$ cat src/rtl/i2c_slave_sync.sv
// I2C slave running entirely on the system clock: synchronised and glitch-filtered SCL/SDA,
// START/Sr/STOP detection, 1- or 2-byte register pointer, optional clock stretching on reads.
module i2c_slave_sync #(
    parameter logic [6:0] SLAVE_ADDR = 7'h18,
    parameter int         ADDR_BYTES = 1,
    parameter int         FILT_LEN   = 3,
    parameter int         STRETCH_EN = 1
) (
    input  logic                    clk,
    input  logic                    rst_n,
    input  logic                    scl_in,
    input  logic                    sda_in,
    output logic                    scl_oe,
    output logic                    sda_oe,
    output logic [8*ADDR_BYTES-1:0] reg_addr,
    output logic [7:0]              wr_data,
    output logic                    write,
    output logic                    rd_req,
    input  logic [7:0]              rd_data,
    input  logic                    rd_valid,
    output logic                    busy
);
    localparam int AW = 8*ADDR_BYTES;
    localparam int CW = (FILT_LEN > 1) ? $clog2(FILT_LEN) : 1;

    typedef enum logic [3:0] {
        IDLE, DEV_ADDR, DEV_ACK, PTR, PTR_ACK, WDATA, WDATA_ACK, RLOAD, RDATA, RACK, IGNORE
    } state_t;

    // index 1 = SCL, index 0 = SDA; idle bus is high so everything resets to 1
    logic [1:0]         s1, s2, filt, filt_q;
    logic [1:0][CW-1:0] cnt;

    always_ff @(posedge clk or negedge rst_n) begin
        if (!rst_n) begin
            s1     <= '1;
            s2     <= '1;
            filt   <= '1;
            filt_q <= '1;
            cnt    <= '0;
        end else begin
            s1     <= {scl_in, sda_in};
            s2     <= s1;
            filt_q <= filt;
            for (int i = 0; i < 2; i++) begin
                if (s2[i] == filt[i]) begin
                    cnt[i] <= '0;
                end else if (cnt[i] == CW'(FILT_LEN-1)) begin
                    filt[i] <= s2[i];
                    cnt[i]  <= '0;
                end else begin
                    cnt[i] <= cnt[i] + 1'b1;
                end
            end
        end
    end

    logic scl_rise, scl_fall, start_c, stop_c, sda;
    assign sda      = filt[0];
    assign scl_rise = filt[1] & ~filt_q[1];
    assign scl_fall = ~filt[1] & filt_q[1];
    assign start_c  = filt[1] & filt_q[1] & filt_q[0] & ~filt[0];
    assign stop_c   = filt[1] & filt_q[1] & ~filt_q[0] & filt[0];

    state_t        state;
    logic [3:0]    bit_cnt;
    logic [6:0]    shreg;
    logic [6:0]    rd_byte;
    logic [1:0]    ptr_idx;
    logic          rd_mode, ld_phase;
    logic [7:0]    byte_in;
    logic [AW-1:0] ptr_next;

    assign byte_in = {shreg, sda};

    // pointer bytes arrive MSB first, so each new byte shifts in at the bottom
    if (ADDR_BYTES > 1) begin : g_wide
        assign ptr_next = {reg_addr[AW-9:0], byte_in};
    end else begin : g_narrow
        assign ptr_next = byte_in;
    end

    always_ff @(posedge clk or negedge rst_n) begin
        if (!rst_n) begin
            state    <= IDLE;
            bit_cnt  <= '0;
            shreg    <= '0;
            rd_byte  <= '0;
            ptr_idx  <= '0;
            rd_mode  <= 1'b0;
            ld_phase <= 1'b0;
            scl_oe   <= 1'b0;
            sda_oe   <= 1'b0;
            reg_addr <= '0;
            wr_data  <= '0;
            write    <= 1'b0;
            rd_req   <= 1'b0;
            busy     <= 1'b0;
        end else begin
            write  <= 1'b0;
            rd_req <= 1'b0;
            if (write) reg_addr <= reg_addr + 1'b1;
            if (scl_rise) begin
                shreg   <= byte_in[6:0];
                bit_cnt <= bit_cnt + 1'b1;
            end
            if (stop_c) begin
                state  <= IDLE;
                busy   <= 1'b0;
                sda_oe <= 1'b0;
                scl_oe <= 1'b0;
            end else if (start_c) begin
                state   <= DEV_ADDR;
                bit_cnt <= '0;
                sda_oe  <= 1'b0;
                scl_oe  <= 1'b0;
            end else begin
                case (state)
                    DEV_ADDR: if (scl_rise && bit_cnt == 4'd7) begin
                        bit_cnt <= '0;
                        if (byte_in[7:1] == SLAVE_ADDR) begin
                            state   <= DEV_ACK;
                            busy    <= 1'b1;
                            rd_mode <= byte_in[0];
                        end else begin
                            state <= IGNORE;
                            busy  <= 1'b0;
                        end
                    end
                    PTR: if (scl_rise && bit_cnt == 4'd7) begin
                        bit_cnt  <= '0;
                        reg_addr <= ptr_next;
                        state    <= PTR_ACK;
                    end
                    WDATA: if (scl_rise && bit_cnt == 4'd7) begin
                        bit_cnt <= '0;
                        wr_data <= byte_in;
                        write   <= 1'b1;
                        state   <= WDATA_ACK;
                    end
                    // first fall after the 8th bit drives ACK, the next one ends the slot
                    DEV_ACK, PTR_ACK, WDATA_ACK: if (scl_fall) begin
                        if (!sda_oe) begin
                            sda_oe <= 1'b1;
                        end else begin
                            sda_oe  <= 1'b0;
                            bit_cnt <= '0;
                            if (state == DEV_ACK && rd_mode) begin
                                state    <= RLOAD;
                                rd_req   <= 1'b1;
                                scl_oe   <= (STRETCH_EN != 0);
                                ld_phase <= 1'b0;
                            end else if (state == DEV_ACK) begin
                                state   <= PTR;
                                ptr_idx <= '0;
                            end else if (state == PTR_ACK && ptr_idx != 2'(ADDR_BYTES-1)) begin
                                state   <= PTR;
                                ptr_idx <= ptr_idx + 1'b1;
                            end else begin
                                state <= WDATA;
                            end
                        end
                    end
                    RLOAD: begin
                        if (!ld_phase) begin
                            ld_phase <= 1'b1;
                        end else if (STRETCH_EN == 0 || rd_valid) begin
                            rd_byte <= rd_data[6:0];
                            sda_oe  <= ~rd_data[7];
                            scl_oe  <= 1'b0;
                            bit_cnt <= '0;
                            state   <= RDATA;
                        end
                    end
                    RDATA: begin
                        if (scl_rise && bit_cnt == 4'd7) reg_addr <= reg_addr + 1'b1;
                        if (scl_fall) begin
                            if (bit_cnt == 4'd8) begin
                                sda_oe <= 1'b0;
                                state  <= RACK;
                            end else begin
                                sda_oe  <= ~rd_byte[6];
                                rd_byte <= {rd_byte[5:0], 1'b0};
                            end
                        end
                    end
                    RACK: begin
                        if (scl_rise && sda) begin
                            state <= IGNORE;
                            busy  <= 1'b0;
                        end else if (scl_fall) begin
                            state    <= RLOAD;
                            rd_req   <= 1'b1;
                            scl_oe   <= (STRETCH_EN != 0);
                            ld_phase <= 1'b0;
                        end
                    end
                    default: ;
                endcase
            end
        end
    end
endmodule
$ cat config.mk
export PLATFORM = sky130hd
export DESIGN_NAME = i2c_slave_sync
export DESIGN_NICKNAME = d
export VERILOG_FILES = /design/src/rtl/i2c_slave_sync.sv
export SDC_FILE = /design/constraint.sdc
export NUM_CORES = 1
export LEC_CHECK = 0
export CORE_UTILIZATION = 30
export DETAILED_ROUTE_END_ITERATION = 16
export GPL_TIMING_DRIVEN = 0
export PLACE_DENSITY = 0.51
export SYNTH_ARGS = -nofsm -noshare
export SYNTH_HDL_FRONTEND = slang
export SYNTH_SLANG_ARGS = --single-unit
export TNS_END_PERCENT = 1
$ cat constraint.sdc
create_clock -name clk -period 2.6 [get_ports clk]
set_input_delay 0.78 -clock clk [delete_from_list [all_inputs] [get_ports clk]]
set_output_delay 0.78 -clock clk [all_outputs]
set_load 0.005 [all_outputs]
==> results of run 1 <==
==> synth_stat cells, types with 3 or more instances <==
library cell	n
nor3b_1	3
nor2b_1	5
o21ai_0	8
nand3b_1	3
nor3_1	10
a21oi_1	13
buf_2	7
mux2i_1	10
inv_1	9
dfrtp_1	51
clkbuf_1	6
dfstp_2	8
o22ai_1	9
nand2_1	42
buf_1	3
and3_1	8
o21ai_1	4
ha_1	4
mux2_2	11
a22oi_1	8
xor2_1	12
nand2b_1	5
xnor2_1	5
nand3_1	6
a31oi_1	3
o21ai_2	3
nor2_1	18
==> how the worst min path moves through the flow <==
| stage | start | end | slack, ps | depth (start not counted) |
|---|---|---|---|---|
| 5_1_grt | s1[1]$_DFF_PN1_ | s2[1]$_DFF_PN1_ | 370 | 0 |
| 6_report | s1[1]$_DFF_PN1_ | s2[1]$_DFF_PN1_ | 360 | 0 |
| 2_1_floorplan | s1[0]$_DFF_PN1_ | s2[0]$_DFF_PN1_ | 350 | 0 |
| 3_5_place_dp | s1[1]$_DFF_PN1_ | s2[1]$_DFF_PN1_ | 350 | 0 |
| 3_3_place_gp | s1[1]$_DFF_PN1_ | s2[1]$_DFF_PN1_ | 350 | 0 |
| 4_1_cts | s1[1]$_DFF_PN1_ | s2[1]$_DFF_PN1_ | 360 | 0 |
==> per-layer routing <==
layer  vias up  share of wire, %
li1       1243                 -
met1      1249                47
met2        80                47
met3        12               4.4
met4         0               1.4
met5         -                 0
==> worst max-delay path, stage by stage (launching register included) <==
cell and delay, ps:
dfrtp_1 430, ha_1 240, nand3b_4 120, or3_1 310
buf_2 210, nor4b_4 640, mux2_2 410
==> layout make-up <==
class                           instances  share of cell area, %
Inverter                                9                  0.863
Clock buffer                           10                   3.52
Sequential cell                        59                   38.0
Timing Repair Buffer                   34                   8.82
Multi-Input combinational cell        234                   40.5
Tap cell                              136                   4.35
Buffer                                 18                   2.33
Clock inverter                          6                   1.63
==> report_power, final <==
| part | switching, uW | total [uW] | internal (uW) |
|---|---|---|---|
| clock network | 395 | 864 | 468 |
| registers | 221 | 1400 | 1170 |
| logic | 964 | 1630 | 669 |
==> metrics by stage <==
step / hold WS, ps / power [uW]
after floorplan: 345 / 2560
after global placement: 347 / 3000
after detailed placement: 348 / 3020
after CTS: 359 / 3900
after global routing: 367 / 4200
final: 357 / 3890
==> kinds of logic (layout without fill, tap and decap cells) <==
logic type	after synthesis	count (layout)	share of synthesized area, %
AND/OR/NAND/NOR	127	127	22.6
AO/OA/AOI/OAI	64	64	13.3
flip-flops	59	59	46.6
buffers and inverters	27	77	3.92
multiplexers	22	22	7.38
XOR/XNOR	17	17	4.67
adder cells (fa/ha/maj)	4	4	1.57
==> state kept, by name, indices dropped and copies added, names as in the netlist <==
name	flops
cnt	4
rd_mode	1
state	4
filt	2
reg_addr	8
busy	1
ld_phase	1
write	1
rd_req	1
s1	2
sda_oe	1
scl_oe	1
ptr_idx	2
wr_data	8
filt_q	2
bit_cnt	4
rd_byte	7
s2	2
shreg	7
==> repair_timing <==
item | in CTS | in global routing
gates resized for setup | 0 | 2
hold buffers | 0 | 0
setup endpoints to repair | 0 | 8
buffers inserted | 0 | 0
endpoints found under the hold margin | 0 | 0
==> flow_summary.toml, run 1 <==
[critical_path]
reg2reg_from = "bit_cnt[0]$_DFF_PN0_"
crit_path_start = "bit_cnt[0]$_DFF_PN0_"
reg2reg_to = "wr_data[7]$_DFFE_PN0P_"
arrival_ps = 2700
crit_required_ps = 2820
reg2reg_setup_slack_ps = 120
crit_path_start_kind = "flip-flop"
crit_fanout = 10
worst_setup_path_end_kind = "flip-flop"
endpoint = "wr_data[7]$_DFFE_PN0P_"
crit_type = "reg2reg"
reg2reg_depth = 6

[global_route]
grt_usage_pct = 15.3
grtUsageMet2_pct = 23.7
grt_pass1_wl_um = 13100
grt_util_met3_pct = 4.05
use_met1_pct = 20.6
antenna_found_initial = 0
grt_pass1_vias = 2540
grt.busiest_layer = "met2"
grt-ovfl-total = 0
grt_max_degree = 36

[power]
power_density_nw_per_um2 = 995
p_leak_uw = 0.00170
ir_drop_mv = 0.373

[synth]
ys_top_cells_by_area = "dfrtp_1 40%, dfstp_2 6.6%, nand2_1 4.9%, mux2_2 3.9%, xor2_1 3.3%"
synth_top_area_share_pct = 40.0
ys.flop_type = "dfrtp_1"
synth_cells = 320
yosysWarnings = 0
async_reset_ff_share_pct = 100
yosysSeqAreaShare_pct = 46.6
syn_nets = 337
ys_ff_latch = 59
synth_top_cell_by_area = "dfrtp_1"
synth_edf_count = 0
avgSynthCellArea_um2 = 9.96
synth.cell_area_um2 = 3190
yosysUniqueCellTypes = 61

[job]
max-cap-violations = 0

[cells_and_area]
final_cell_mix = "51 x dfrtp_1, 42 x nand2_1, 32 x clkdlybuf4s50_1, 17 x nor2_1, 13 x a21oi_1"
fin_util_pct = 37.9
area_growth_pct = 22.8
final_cells = 506
nets = 382
n_fill_cell = 1019
antenna_cells = 0
stdcell_area_um2 = 3910
multi_input_area_um2 = 1590
layout-drive-gt1-share_pct = 16.5
layout_commonest_cell = "dfrtp_1"
register_area_um2 = 1490

[timing]
fin_ws_ps = 123
hold_viol_final = 0
fmax_mhz = 404
min_period_over_period_pct = 95.3
slew_headroom_pct = 54.8
slew_violations = 0
setup_tns_ps = 0
rsz0062_at_grt = "no"
worst_pin_slew_ps = 678
post-route-min-period_ps = 2480
setup_violations = 0
finalClockSkew_ps = 8.74

[route]
drtIter0Drc = 161
routedWlPerCell_um = 15.3
finalWirelength_um = 7750
detail-route-antenna-nets = 0
firstDrtPassIters = 5
dr_total_vias = 2584
drc = 0
viasPerCell = 5.11

[floorplan]
die_x_um = 105
io_pins = 34
start_util_pct = 30.9
fp.dieH_um = 105
core_um2 = 10300
die-area_um2 = 11000
rows = 37

[clock_tree]
clkLatencyLatePin_ps = 340
cts_buffers = 9
clock_path_buffers = 2
path_clk_slew_ps = 70
cts_root_buffer = "clkbuf_8"
cts_num_sinks = 59
cts_tree = "done"
cts_htree_levels = 3

[place]
hpwlAfterDp_um = 5460
dp.cells = 490
routabilityCongestion = 0.859
dp_slack_ps = 118
portBuffers = 33
place_area_um2 = 3700

[run_status]
status = "complete, no violations"

[hold_path]
min_path_type = "reg2reg"
Power figures use the tool's default switching activity.
==> run 2: changes to the inputs <==
- PLACE_DENSITY: 0.51 -> default
==> run 2 against run 1 <==
Net effect:
- clock skew hardly changed
- sequential power hardly changed
- total power is 1.6% lower
- clock power is 5.6% lower
- design area is 0.48% lower
- core utilization is 0.18 points lower
- cell count stayed put
- sequential share of layout area is 0.18 points higher
- critical path depth stayed put
- combinational power hardly changed
- highest routed layer unchanged
==> flow_summary.toml, run 2 (synthesis gave the netlist of run 1 again) <==
[critical_path]
crit_fanout = 10
arrival_ps = 2650
crit_required_ps = 2820
worst_setup_path_end_kind = "flip-flop"
crit_type = "reg2reg"
reg2reg_setup_slack_ps = 180
crit_path_start_kind = "flip-flop"

[clock_tree]
post_cts_resized = 0
post_cts_buffers = 0
path_clk_slew_ps = 70
cts_htree_levels = 3
cts_num_sinks = 59
clkLatencyLatePin_ps = 340
clock_path_buffers = 2
cts_hold_buffers = 0
cts_buffers = 9
cts_root_buffer = "clkbuf_8"
cts_tree = "done"

[timing]
rsz0062_at_grt = "no"
slew_headroom_pct = 54.6
worst_pin_slew_ps = 678
slew_violations = 0
fmax_mhz = 413
post-route-min-period_ps = 2420
holdWs_ps = 357
min_period_over_period_pct = 93.2
hold_viol_final = 0
setup_violations = 0
finalClockSkew_ps = 9.11

[route]
routedWlPerCell_um = 14.6
finalWirelength_um = 7400
detail-route-antenna-nets = 0
dr_total_vias = 2547
firstDrtPassIters = 4
drc = 0
drtIter0Drc = 179
viasPerCell = 5.03

[global_route]
grt_max_degree = 40
antenna_found_initial = 0
grt-ovfl-total = 0
grt_pass1_wl_um = 12400
grt_usage_pct = 14.4
grt_pass1_vias = 2537

[job]
max-cap-violations = 0

[cells_and_area]
area_growth_pct = 22.2
nets = 382
antenna_cells = 0
final_cell_mix = "51 x dfrtp_1, 42 x nand2_1, 32 x clkdlybuf4s50_1, 18 x nor2_1, 13 x a21oi_1"
n_fill_cell = 1043
layout_commonest_cell = "dfrtp_1"
layout-drive-gt1-share_pct = 15.7
final_cells = 506
fin_util_pct = 37.7
reg_top3 = "reg_addr x8, wr_data x8"

[place]
portBuffers = 33
hpwlAfterDp_um = 5280
routabilityCongestion = 0.890
dp.cells = 490

[power]
share_comb_of_total_power_pct = 42.5
swShare_pct = 40.3
power_density_nw_per_um2 = 984
power_uw = 3830
ir_drop_mv = 0.374
p_sw_uw = 1550
p_leak_uw = 0.00170
clkPwrFrac_pct = 21.3
internal_power_uw = 2290
share_seq_of_total_power_pct = 36.2

[floorplan]
start_util_pct = 30.9
fp.dieH_um = 105
rows = 37
die-area_um2 = 11000
io_pins = 34
die_x_um = 105
core_um2 = 10300

[hold_path]
min_path_type = "reg2reg"

[run_status]
status = "complete, no violations"
## run 2: routing by layer
metal | GRT usage, % | routed length (um) | vias up
li1 | - | - | 1237
met1 | 18.8 | 3420 | 1234
met2 | 22.7 | 3430 | 60
met3 | 3.12 | 377 | 16
met4 | 6.94 | 164 | 0
met5 | 0 | 0 | -
## run 2: layout make-up
type	instances	area, um2	share of cell area (%)
buffer	18	91.3	2.35
clock buffer	11	131	3.37
clock inverter	5	53.8	1.38
inverter	9	33.8	0.867
multi-input combinational	234	1580	40.6
sequential	59	1490	38.2
tap	136	170	4.37
timing repair buffer	34	345	8.87
## run 2: power groups by stage
stage               registers [uW]  logic, uW  clock network, uW
finish                        1390       1630                816
global route                  1420       1810                873
CTS                           1390       1610                832
detailed placement            1400       1600                  0
global placement              1400       1570                  0
floorplan                     1340       1220                  0
## run 2: final timing paths
path	endpoint	depth (start not counted)	startpoint
min in group asynchronous	reg_addr[7]$_DFF_PN0_	1	rst_n
worst min-delay path	s2[0]$_DFF_PN1_	0	s1[0]$_DFF_PN1_
worst min register to register	s2[0]$_DFF_PN1_	0	s1[0]$_DFF_PN1_
max in group asynchronous	filt[1]$_DFFE_PN1P_	2	rst_n
worst max register to register	wr_data[6]$_DFFE_PN0P_	6	bit_cnt[0]$_DFF_PN0_
worst max-delay path	wr_data[6]$_DFFE_PN0P_	6	bit_cnt[0]$_DFF_PN0_
## run 2: metrics by stage
step	setup WS, ps	instance area [um2]	setup TNS [ps]
final	176	3890	0
after global routing	23.0	3890	0
after global placement	-1140	3690	-61650
after floorplan	368	3190	0
after CTS	123	3890	0
after detailed placement	100	3700	0
## run 2: critical path, cell delays in order, from the launching register on
cell	delay [ps]
dfrtp_1	420
ha_1	240
nand3b_4	110
or3_1	310
buf_2	200
nor4b_4	610
mux2_2	410
